===== config.mk =====
export PLATFORM = sky130hd
export DESIGN_NAME = fsm_seq_ctrl
export DESIGN_NICKNAME = d
export VERILOG_FILES = /design/src/rtl/fsm_seq_pkg.sv /design/src/rtl/fsm_seq_symbuf.sv /design/src/rtl/fsm_seq_ctrl.sv
export SDC_FILE = /design/constraint.sdc
export NUM_CORES = 1
export LEC_CHECK = 0
export BUFFER_PORTS_ARGS = -buffer_cell sky130_fd_sc_hd__buf_2
export CAP_MARGIN = 10
export CORE_ASPECT_RATIO = 1.75
export CORE_MARGIN = 3
export CORE_UTILIZATION = 58
export DETAILED_ROUTE_END_ITERATION = 8
export HOLD_SLACK_MARGIN = 0.06
export PLACE_DENSITY = 0.78
export SETUP_SLACK_MARGIN = 0.15
export SYNTH_ARGS = -nofsm -noshare
export SYNTH_HDL_FRONTEND = slang
export SYNTH_SLANG_ARGS = --single-unit

===== constraint.sdc =====
create_clock -name CLK -period 2.3 [get_ports CLK]
set_input_delay 0.115 -clock CLK [delete_from_list [all_inputs] [get_ports CLK]]
set_output_delay 0.115 -clock CLK [all_outputs]
set_load 0.01 [all_outputs]

===== src/rtl/fsm_seq_pkg.sv =====
// Shared types, sizes and helpers for the sequence controller.
// Imported by the symbol buffer and the controller top.
package fsm_seq_pkg;

    localparam int DEPTH = 16;
    localparam int SIG_W = 8;

    typedef enum logic [1:0] {
        IDLE,
        FRST,
        RUN,
        DONE
    } state_t;

    function automatic logic [SIG_W-1:0] rotl1(input logic [SIG_W-1:0] v);
        return {v[SIG_W-2:0], v[SIG_W-1]};
    endfunction

endpackage


===== src/rtl/fsm_seq_symbuf.sv =====
// Stimulus symbol store: one write port that stops when full (no wrap),
// one combinational read port, contents cleared only by reset.
module fsm_seq_symbuf #(
    parameter int DEPTH = fsm_seq_pkg::DEPTH,
    localparam int IW = $clog2(DEPTH),
    localparam int PW = IW + 1
) (
    input  logic          CLK,
    input  logic          RST,
    input  logic          wr_en,
    input  logic [1:0]    wr_data,
    input  logic          clr_ptr,
    input  logic [IW-1:0] rd_idx,
    output logic [1:0]    rd_data
);

    logic [1:0]    mem [DEPTH];
    logic [PW-1:0] wr_ptr;
    logic          wr_ok;

    assign wr_ok   = wr_en && (wr_ptr != PW'(DEPTH));
    assign rd_data = mem[rd_idx];

    // Store accepted symbols and advance the write pointer until full.
    always_ff @(posedge CLK or posedge RST) begin
        if (RST) begin
            wr_ptr <= '0;
            for (int i = 0; i < DEPTH; i++) begin
                mem[i] <= 2'd0;
            end
        end else begin
            if (wr_ok) begin
                mem[wr_ptr[IW-1:0]] <= wr_data;
            end
            if (clr_ptr) begin
                wr_ptr <= '0;
            end else if (wr_ok) begin
                wr_ptr <= wr_ptr + PW'(1);
            end
        end
    end

endmodule


===== src/rtl/fsm_seq_ctrl.sv =====
// Sequence controller: resets the controlled FSM, replays buffered symbols
// and folds its responses into a rotate-xor signature for pass/fail.
module fsm_seq_ctrl #(
    parameter int DEPTH = fsm_seq_pkg::DEPTH,
    parameter int SIG_W = fsm_seq_pkg::SIG_W,
    localparam int LW = $clog2(DEPTH) + 1
) (
    input  logic             CLK,
    input  logic             RST,
    input  logic             sym_wr,
    input  logic [1:0]       sym_data,
    input  logic             start,
    input  logic [LW-1:0]    len,
    input  logic [SIG_W-1:0] exp_sig,
    input  logic             abort,
    input  logic [SIG_W-1:0] rtext,
    output logic             fsm_rst,
    output logic [1:0]       ptext,
    output logic             busy,
    output logic             done,
    output logic             pass,
    output logic             aborted,
    output logic [SIG_W-1:0] sig
);

    import fsm_seq_pkg::*;

    localparam int IW = LW - 1;

    state_t           state, state_n;
    logic [LW-1:0]    len_q;
    logic [LW-1:0]    k;
    logic [SIG_W-1:0] exp_q;
    logic [SIG_W-1:0] sig_n;
    logic [1:0]       rd_data;
    logic             last;
    logic             wr_en;
    logic             clr_ptr;

    assign sig_n   = rotl1(sig) ^ rtext;
    assign last    = (k == len_q - LW'(1));
    assign fsm_rst = RST | (state == FRST);

    fsm_seq_symbuf #(
        .DEPTH (DEPTH)
    ) u_buf (
        .CLK     (CLK),
        .RST     (RST),
        .wr_en   (wr_en),
        .wr_data (sym_data),
        .clr_ptr (clr_ptr),
        .rd_idx  (k[IW-1:0]),
        .rd_data (rd_data)
    );

    // State register.
    always_ff @(posedge CLK or posedge RST) begin
        if (RST) begin
            state <= IDLE;
        end else begin
            state <= state_n;
        end
    end

    // Next state and per-state outputs; buffer pointer clears on entering DONE.
    always_comb begin
        state_n = state;
        wr_en   = 1'b0;
        clr_ptr = 1'b0;
        ptext   = 2'd0;
        busy    = 1'b1;
        done    = 1'b0;
        unique case (state)
            IDLE: begin
                busy  = 1'b0;
                wr_en = sym_wr;
                if (start) begin
                    state_n = FRST;
                end
            end
            FRST: begin
                if (len_q == '0) begin
                    state_n = DONE;
                    clr_ptr = 1'b1;
                end else begin
                    state_n = RUN;
                end
            end
            RUN: begin
                ptext = rd_data;
                if (abort || last) begin
                    state_n = DONE;
                    clr_ptr = 1'b1;
                end
            end
            DONE: begin
                done    = 1'b1;
                state_n = IDLE;
            end
            default: state_n = IDLE;
        endcase
    end

    // Run bookkeeping: latch on start, accumulate in RUN, resolve pass at the end.
    always_ff @(posedge CLK or posedge RST) begin
        if (RST) begin
            len_q   <= '0;
            exp_q   <= '0;
            sig     <= '0;
            pass    <= 1'b0;
            aborted <= 1'b0;
            k       <= '0;
        end else begin
            unique case (state)
                IDLE: begin
                    if (start) begin
                        len_q   <= (len > LW'(DEPTH)) ? LW'(DEPTH) : len;
                        exp_q   <= exp_sig;
                        sig     <= '0;
                        pass    <= 1'b0;
                        aborted <= 1'b0;
                        k       <= '0;
                    end
                end
                FRST: begin
                    if (len_q == '0) begin
                        pass <= (exp_q == '0);
                    end
                end
                RUN: begin
                    if (abort) begin
                        aborted <= 1'b1;
                    end else begin
                        sig <= sig_n;
                        k   <= k + LW'(1);
                        if (last) begin
                            pass <= (sig_n == exp_q);
                        end
                    end
                end
                default: begin
                end
            endcase
        end
    end

endmodule


==> results.yml <==
status:
  status: "finished, final reports clean"
setup_path:
  cp.required_ns: 2.18
  cp-endpoint: "ptext[1]"
  cp.arrival_ns: 2.14
  rrSetupSlack_ns: 0.28
  start_kind: "flip-flop"
  r2r_start: "state[0]"
  cp_max_fo: 4
  critical_path_class: "flip-flop to primary output"
  reg2regPathDepth: 7
  endpoint_kind: "primary output"
  timing.rr.end: "u_buf.mem[31]"
  crit_start: "k[0]"
power_and_ir_drop:
  p_int_uw: 3130
  p_leak_uw: 0.00200
  peakVddDrop_mv: 0.608
  swShare_pct: 36.4
  p_clk_share_pct: 19.9
  p_comb_share_pct: 42.0
  powerDensity_mw_per_mm2: 1170
  power_switching_uw: 1790
  seq_power_share_pct: 38.1
  finalPower_uw: 4920
cells_and_area:
  final_util_pct: 73.8
  synthToLayoutAreaGrowth_pct: 20.1
  insertedDiodeCount: 0
  instances_no_fill: 431
  drive_gt1_share_pct: 37.5
  fin_area_mm2: 0.00419
  n_fill_cell: 387
  nets: 390
sta:
  timing.fmax_mhz: 444
  fin_crit_sh_pct: 97.9
  finClkSkew_ns: 0.00751
  setup_viol_count_final: 0
  worst_pin_slew_ns: 0.630
  hold_violations: 0
  slew_viol_final: 0
  slew_headroom_pct: 57.9
  fin_ws_ns: 0.0477
  finalCriticalPeriod_ns: 2.25
  grt_setup_unrepaired: "yes"
synthesis:
  syn_area_mm2: 0.00349
  synth_enable_flop_cells: 0
  yosysWarnings: 0
  syn-instance-count: 281
  avgSynthCellArea_um2: 12.4
  async_reset_ff_share_pct: 100
  synth-main-ff-cell: "dfrtp_1"
  synth_cell_types: 36
  ys_seq_elements: 67
  yosysSeqAreaShare_pct: 48.0
  synth_nets: 320
job:
  drv_cap: 0
global_route:
  overflow: 0
  grt_pass1_vias: 2716
  grt_start_max_net_pins: 31
  antenna_found_initial: 0
  track_usage_pct: 25.8
  grt_pass1_wl_um: 13400
place:
  place_area_mm2: 0.00379
  portBuffers: 42
  dp.cells: 394
  pre_cts_ws_ns: 0.115
  gp_congestion: 0.830
  place_hpwl_um: 5760
detailed_routing:
  first_pass_iters: 5
  dr.first_iter.drc_count: 146
  num_vias: 2538
  avgRoutedWirePerCell_um: 19.0
  antenna_left: 0
  drt_wl_total_um: 8190
  drt-vias-per-instance: 5.89
  drc: 0
floorplan:
  dieArea_mm2: 0.00702
  num_rows: 36
  pin_count: 43
  start_util_pct: 61.5
  die_w_um: 64.6
  die_h_um: 109
  core_mm2: 0.00568
clocking:
  clockBufferDepth: 2
  clkTransAtPathRegs_ns: 0.07
  cts.sinks: 67
  clock-root-buffer: "clkbuf_8"
  cts_tree: "yes"
  cts_buffers: 9
  htree_levels: 3
  clk_latency_ns: 0.35
worst_hold_path:
  whs_path_depth: 3
  min_path_type: "input port to flip-flop"
[cells in the final DEF (no fill, tap or decap), drive strengths merged]
cell type / count
nor3: 2
a22o: 10
buf: 57
o41ai: 1
a2bb2oi: 1
o21ai: 4
and3: 1
nand2: 12
o211a: 1
xor2: 18
nor2b: 2
nand3: 12
clkinv: 1
ha: 11
mux4: 10
nor3b: 1
a211oi: 2
nand2b: 5
dlygate4sd3: 14
nor2: 12
xnor2: 13
nor4: 1
mux2: 43
dfrtp: 67
o211ai: 2
bufinv: 1
nor4b: 1
o2111a: 1
clkbuf: 13
a21bo: 1
a21oi: 10
mux2i: 1
and2: 2
inv: 11
nand4: 10
a31oi: 1
[routing by layer]
metal	up-vias	part of all wire, %	global-route usage (%)
met5	-	0	0
met4	0	5.0	15.6
met3	27	3.8	5.77
met2	72	56	46.9
met1	1285	35	26.6
li1	1154	-	-
[logic make-up after synthesis]
| group | share of synthesized area (%) |
|---|---|
| mux | 21.5 |
| xor+xnor | 7.78 |
| simple gates | 8.96 |
| flops | 48.0 |
| buf+inv | 2.83 |
| fa+ha+maj | 3.94 |
| compound gates | 6.96 |
[sequential cells by signal, indices dropped and copies added, names as in the netlist]
register,count
len_q,5
state,2
pass,1
k,5
u_buf.mem,32
exp_q,8
aborted,1
u_buf.wr_ptr,5
sig,8
[worst min-delay path by stage]
stage,from,to,slack (ns)
floorplan,len[0],len_q[0],0.26
global placement,RST,u_buf.wr_ptr[3],0.22
finish,abort,aborted,0.10
detailed placement,RST,u_buf.wr_ptr[4],0.23
global route,abort,aborted,0.13
CTS,abort,aborted,0.09
[critical path: stages (launching register included)]
cell and delay, ns:
dfrtp_2 0.39, buf_6 0.13, mux4_2 0.50, mux4_2 0.47
and2_4 0.18, buf_6 0.11
[final cells by class]
| class | instances | area [µm²] | share of cell area [%] |
|---|---|---|---|
| multi-input cells | 191 | 1700 | 40.7 |
| flip-flops and latches | 67 | 1680 | 40.1 |
| repair buffers | 71 | 477 | 11.4 |
| clock buffers | 13 | 159 | 3.79 |
| well taps | 76 | 95.1 | 2.27 |
| inverters | 11 | 41.3 | 0.985 |
| clock inverters | 2 | 35.0 | 0.836 |
[synthesized netlist by cell type (2+ instances only)]
master / number / area [µm²]
dfrtp_1: 67 / 1680
mux2_2: 43 / 484
xor2_1: 18 / 158
xnor2_1: 13 / 114
nand2_1: 12 / 45.0
nand3_1: 12 / 60.1
nor2_1: 12 / 45.0
ha_1: 11 / 138
inv_1: 11 / 41.3
a21oi_1: 10 / 50.1
a22o_1: 10 / 87.6
nand4_1: 10 / 62.6
mux4_1: 8 / 210
clkbuf_1: 7 / 26.3
nand2b_1: 5 / 31.3
buf_2: 4 / 20.0
o21ai_0: 4 / 20.0
a211oi_1: 2 / 15.0
and2_1: 2 / 12.5
mux4_2: 2 / 45.0
nor2b_1: 2 / 12.5
o211ai_1: 2 / 15.0
[timing repair]
item                                    4_1_cts  5_1_grt
hold buffers                                 14        0
hold endpoints to repair                     40        0
setup buffers                                 5        3
gates resized for setup                      17        2
endpoints found under the setup margin        6       23
pin swaps                                     1        1
[metrics by stage]
step / hold WS [ns] / TNS, ns
finish: 0.100 / 0
CTS: 0.0870 / 0
floorplan: 0.263 / 0
global route: 0.126 / -0.00315
detailed placement: 0.226 / 0
global placement: 0.221 / 0
[power groups by stage]
stage	clock [µW]	sequential (µW)	combinational [µW]
6_report	977	1870	2070
5_1_grt	1040	1910	2250
4_1_cts	991	1860	1990
3_3_place_gp	0	1870	1770
3_5_place_dp	0	1890	1840
2_1_floorplan	0	1740	1440
No activity file was read; power rests on OpenSTA's default activity.
